## src/rtl/uart_frame_tx.sv

```systemverilog
// Serializer for 12-bit UART frames: shifts frame[11] first, each bit held CLKS_PER_BIT clocks.
// Optional build macro UART_TX_PARITY_CHECK_EN drops frames whose parity bit disagrees with even parity of the data.
module uart_frame_tx #(
    parameter int   CLKS_PER_BIT = 16,
    parameter int   FRAME_W      = 12,
    parameter logic IDLE_LEVEL   = 1'b1
) (
    input  logic               clk,
    input  logic               rst,
    input  logic               frame_valid,
    output logic               frame_ready,
    input  logic [FRAME_W-1:0] frame,
    output logic               tx,
    output logic               busy,
    output logic               done,
    output logic               parity_err
);

    localparam int CNT_RAW = $clog2(CLKS_PER_BIT + 1);
    localparam int CNT_W   = (CNT_RAW < 1) ? 1 : CNT_RAW;
    localparam int IDX_W   = $clog2(FRAME_W);

    localparam logic [CNT_W-1:0] BAUD_MAX = CNT_W'(CLKS_PER_BIT - 1);
    localparam logic [IDX_W-1:0] IDX_TOP  = IDX_W'(FRAME_W - 1);
    localparam logic [IDX_W-1:0] IDX_ONE  = IDX_W'(1);

    typedef enum logic {
        IDLE,
        SHIFT
    } state_t;

    state_t             state;
    logic [CNT_W-1:0]   baud_cnt;
    logic [IDX_W-1:0]   bit_idx;
    logic [FRAME_W-1:0] shift_reg;
    logic               frame_ok;

    assign frame_ready = (state == IDLE);

`ifdef UART_TX_PARITY_CHECK_EN
    assign frame_ok = (frame[2] == ^frame[10:3]);
    logic parity_err_q;
    assign parity_err = parity_err_q;
`else
    assign frame_ok   = 1'b1;
    assign parity_err = 1'b0;
`endif

    // Accept in IDLE, then walk bit_idx down from the top bit once per bit period.
    always_ff @(posedge clk) begin
        if (rst) begin
            state     <= IDLE;
            tx        <= IDLE_LEVEL;
            busy      <= 1'b0;
            done      <= 1'b0;
            baud_cnt  <= '0;
            bit_idx   <= IDX_TOP;
            shift_reg <= '0;
`ifdef UART_TX_PARITY_CHECK_EN
            parity_err_q <= 1'b0;
`endif
        end else begin
            done <= 1'b0;
`ifdef UART_TX_PARITY_CHECK_EN
            parity_err_q <= 1'b0;
`endif
            case (state)
                IDLE: begin
                    tx <= IDLE_LEVEL;
                    if (frame_valid) begin
                        if (frame_ok) begin
                            shift_reg <= frame;
                            tx        <= frame[FRAME_W-1];
                            baud_cnt  <= '0;
                            bit_idx   <= IDX_TOP;
                            busy      <= 1'b1;
                            state     <= SHIFT;
                        end else begin
`ifdef UART_TX_PARITY_CHECK_EN
                            parity_err_q <= 1'b1;
`endif
                        end
                    end
                end
                SHIFT: begin
                    if (baud_cnt == BAUD_MAX) begin
                        baud_cnt <= '0;
                        if (bit_idx != '0) begin
                            bit_idx <= bit_idx - IDX_ONE;
                            tx      <= shift_reg[bit_idx - IDX_ONE];
                        end else begin
                            tx    <= IDLE_LEVEL;
                            done  <= 1'b1;
                            busy  <= 1'b0;
                            state <= IDLE;
                        end
                    end else begin
                        baud_cnt <= baud_cnt + CNT_W'(1);
                    end
                end
                default: begin
                    state <= IDLE;
                end
            endcase
        end
    end

endmodule

```

## config.mk

```make
export PLATFORM = sky130hd
export DESIGN_NAME = uart_frame_tx
export DESIGN_NICKNAME = d
export VERILOG_FILES = /design/src/rtl/uart_frame_tx.sv
export SDC_FILE = /design/constraint.sdc
export NUM_CORES = 1
export LEC_CHECK = 0
export ABC_AREA = 0
export CAP_MARGIN = 20
export CORE_MARGIN = 5
export CORE_UTILIZATION = 55
export DETAILED_ROUTE_END_ITERATION = 12
export GPL_TIMING_DRIVEN = 0
export PLACE_DENSITY = 0.82
export SLEW_MARGIN = 20
export SYNTH_ARGS = -nofsm -noshare
export SYNTH_HDL_FRONTEND = slang
export SYNTH_SLANG_ARGS = --single-unit
```

## constraint.sdc

```tcl
create_clock -name clk -period 5.2 [get_ports clk]
set_input_delay 0.78 -clock clk [delete_from_list [all_inputs] [get_ports clk]]
set_output_delay 0.78 -clock clk [all_outputs]
set_load 0.02 [all_outputs]
```

==> run_results.csv <==
group,metric,value,unit
route,drt_iter0_drc,13,
timing,fin_skew,10.1,ps
yosys,yosysTopAreaCell,"dfxtp_1",
placed_design,place.gp.congestion,0.810,
worst_hold_path,holdPathEnd,"shift_reg[7]$_SDFFE_PP0P_",
global_routing,grt_antenna_before_repair,0,
clock_tree,cts_buffers,3,
floorplanning,start_util,59.4,%
finish,final_nets,184,
power,p_seq_share,60.8,%
route,wire_per_inst,13.4,um
timing,max_slew_margin,63.7,%
placed_design,io_buffers,18,
power,combPwrFrac,13.6,%
yosys,avgSynthCellArea,8.25,sq um
worst_setup_path,crit_path_start_kind,"flop",
worst_setup_path,reg2reg_slack,3160,ps
floorplanning,io-pin-count,20,
placed_design,place_inst,189,
finish,drive_gt1_share,8.43,%
power,vdd_drop_max,283,uV
floorplanning,fp.dieW,56.5,um
worst_hold_path,hold_depth,2,
clock_tree,post_cts_buffers,0,
yosys,synth-seq-cells,25,
worst_hold_path,min_path_type,"reg -> reg",
yosys,yosysUniqueCellTypes,37,
route,routed_wirelength,2.58,mm
timing,rsz0062_at_grt,"no",
global_routing,grt_pass1_vias,984,
clock_tree,clockRootBuffer,"clkbuf_4",
worst_setup_path,crit_type,"reg -> out",
yosys,synth_common_cells,"30 x nand2_1, 25 x dfxtp_1, 16 x a21oi_1",
yosys,synth_seq_area_share,42.1,%
power,p_switching,83.5,uW
clock_tree,clk_latency,310,ps
timing,final_max_slew_viol_count,0,
route,firstDrtPassIters,4,
global_routing,grt-ovfl-total,0,
clock_tree,holdBufCountCts,0,
finish,syn2layout_area_growth,20.2,%
yosys,synth_edf_count,0,
yosys,async_reset_ff_share,0,%
worst_hold_path,hp-start,"shift_reg[7]$_SDFFE_PP0P_",
route,vias,1081,
flow_run,max_cap_violations,0,
timing,tightest_slew,544,ps
global_routing,grt_pass1_wl,4.30,mm
worst_setup_path,cp_max_fo,10,
yosys,yosys_warnings,0,
placed_design,hpwlAfterDp,1.95,mm
power,p_int,251,uW
timing,timing.hold.ws,470,ps
yosys,synth_nets,161,
finish,nFillCells,170,
timing,setup_viol,0,
finish,antenna_cells,0,
yosys,ys_top_cells_by_area,"dfxtp_1 42%, nand2_1 9.5%, a21oi_1 6.7%, nor2_1 3.5%, nor3_1 2.9%",
worst_setup_path,crit_required,4420,ps
clock_tree,clk_pin_slew,140,ps
worst_setup_path,r2r_end,"tx$_SDFFE_PP1P_",
worst_setup_path,endpoint_kind,"primary output",
worst_setup_path,reg2reg_depth,8,
yosys,syn-cell-area,0.00119,sq mm
timing,clock.fmax,438,MHz
power,swShare,24.9,%
clock_tree,clock_sinks,25,
floorplanning,die_h,56.5,um
timing,finalWorstSetupSlack,2920,ps
power,p_per_area,234,mW/mm^2
global_routing,track_usage,16.7,%
finish,largest_reg_flops,12,
placed_design,place_ws,2800,ps
clock_tree,cts-htree-levels,1,
worst_setup_path,rr_startpoint,"bit_idx[0]$_SDFFE_PP1P_",
global_routing,grt_max_degree,14,
floorplanning,floorplan.rows,16,
timing,finalCritPeriodShare,43.9,%
clock_tree,cts_tree,"yes",
yosys,yosysTopAreaCellShare,42.1,%
power,p_leak,0.552,nW
finish,fin_cells,193,
timing,hold_viol,0,
timing,tns,0,ps
floorplanning,die_area,0.00319,sq mm
finish,multi_input_area,617,sq um
timing,final.min_clock_period,2280,ps
clock_tree,clock_path_buffers,2,
yosys,synthCells,144,
outcome,status,"completed",
route,drt-vias-per-instance,5.60,
floorplanning,core,0.00200,sq mm
yosys,synth_top_flop_cell,"dfxtp_1",
yosys,synth.most_common_cell,"nand2_1",
power,pwr-share-clk,25.6,%
route,post-route-drc-count,0,
clock_tree,cts_resized,0,
worst_setup_path,critical_path_arrival,1500,ps
finish,regArea,500,sq um
route,antenna_left,0,
[metal layers]
layer,vias up,track usage [%],wire [um]
met4,0,8.14,89
li1,551,-,-
met3,8,2.06,73
met1,495,22.2,1240
met2,27,26.4,1180
met5,-,0,0
[how the worst max path moves through the flow]
stage / from / endpoint / slack, ps
2_1_floorplan: bit_idx[0]$_SDFFE_PP1P_ / tx$_SDFFE_PP1P_ / 3450
3_3_place_gp: frame_valid / shift_reg[0]$_SDFFE_PP0P_ / 2850
3_5_place_dp: frame_valid / shift_reg[0]$_SDFFE_PP0P_ / 2800
4_1_cts: state$_SDFF_PP0_ / frame_ready / 2920
5_1_grt: state$_SDFF_PP0_ / frame_ready / 2860
6_report: state$_SDFF_PP0_ / frame_ready / 2920
[cell families (layout without fill, tap and decap cells)]
family / Yosys count / in the layout / synth area share, %
DFF: 25 / 25 / 42.1
xor gates and xnor gates: 1 / 1 / 0.737
buffers and inverters: 15 / 37 / 6.00
AOI/OAI and AO/OA: 35 / 35 / 19.2
muxes: 4 / 4 / 4.53
and+or+nand+nor: 61 / 61 / 25.1
other: 1 / 1 / 0.315
adders and majority gates: 2 / 2 / 2.10
[cell usage in the layout (no fill, tap or decap), types with 3 or more instances in the layout]
master            n
nor3_1            7
clkbuf_1          6
nor2_1           11
buf_2             3
a211oi_1          3
o21ai_0           5
a21oi_1          16
inv_1             5
clkdlybuf4s50_1  18
clkbuf_4          3
nand2_1          30
dfxtp_1          25
[power by group through the flow]
stage,clock (mW),combinational (mW),sequential (mW)
after floorplan,0,0.0242,0.208
after global placement,0,0.0439,0.207
after detailed placement,0,0.0455,0.208
after CTS,0.0859,0.0456,0.204
after global routing,0.0924,0.0502,0.205
final,0.0857,0.0454,0.204
[layout make-up]
type / count / share of cell area [%]
Buffer: 10 / 3.68
Sequential cell: 25 / 35.0
Tap cell: 27 / 2.36
Clock buffer: 4 / 1.84
Multi-Input combinational cell: 104 / 43.2
Inverter: 5 / 1.31
Timing Repair Buffer: 18 / 12.6
[worst max-delay path: stages (launching register included)]
cell	delay, ps
dfxtp_1	350
buf_6	140
inv_1	90
clkdlybuf4s50_1	610
[per-stage QoR]
stage	cell area (sq um)	total power, mW	utilization [%]
floorplan	1190	0.232	-
global placement	1400	0.251	70.1
detailed placement	1400	0.253	70.1
CTS	1430	0.335	71.4
global route	1430	0.347	71.4
finish	1430	0.335	71.4
Power figures use the tool's default switching activity.
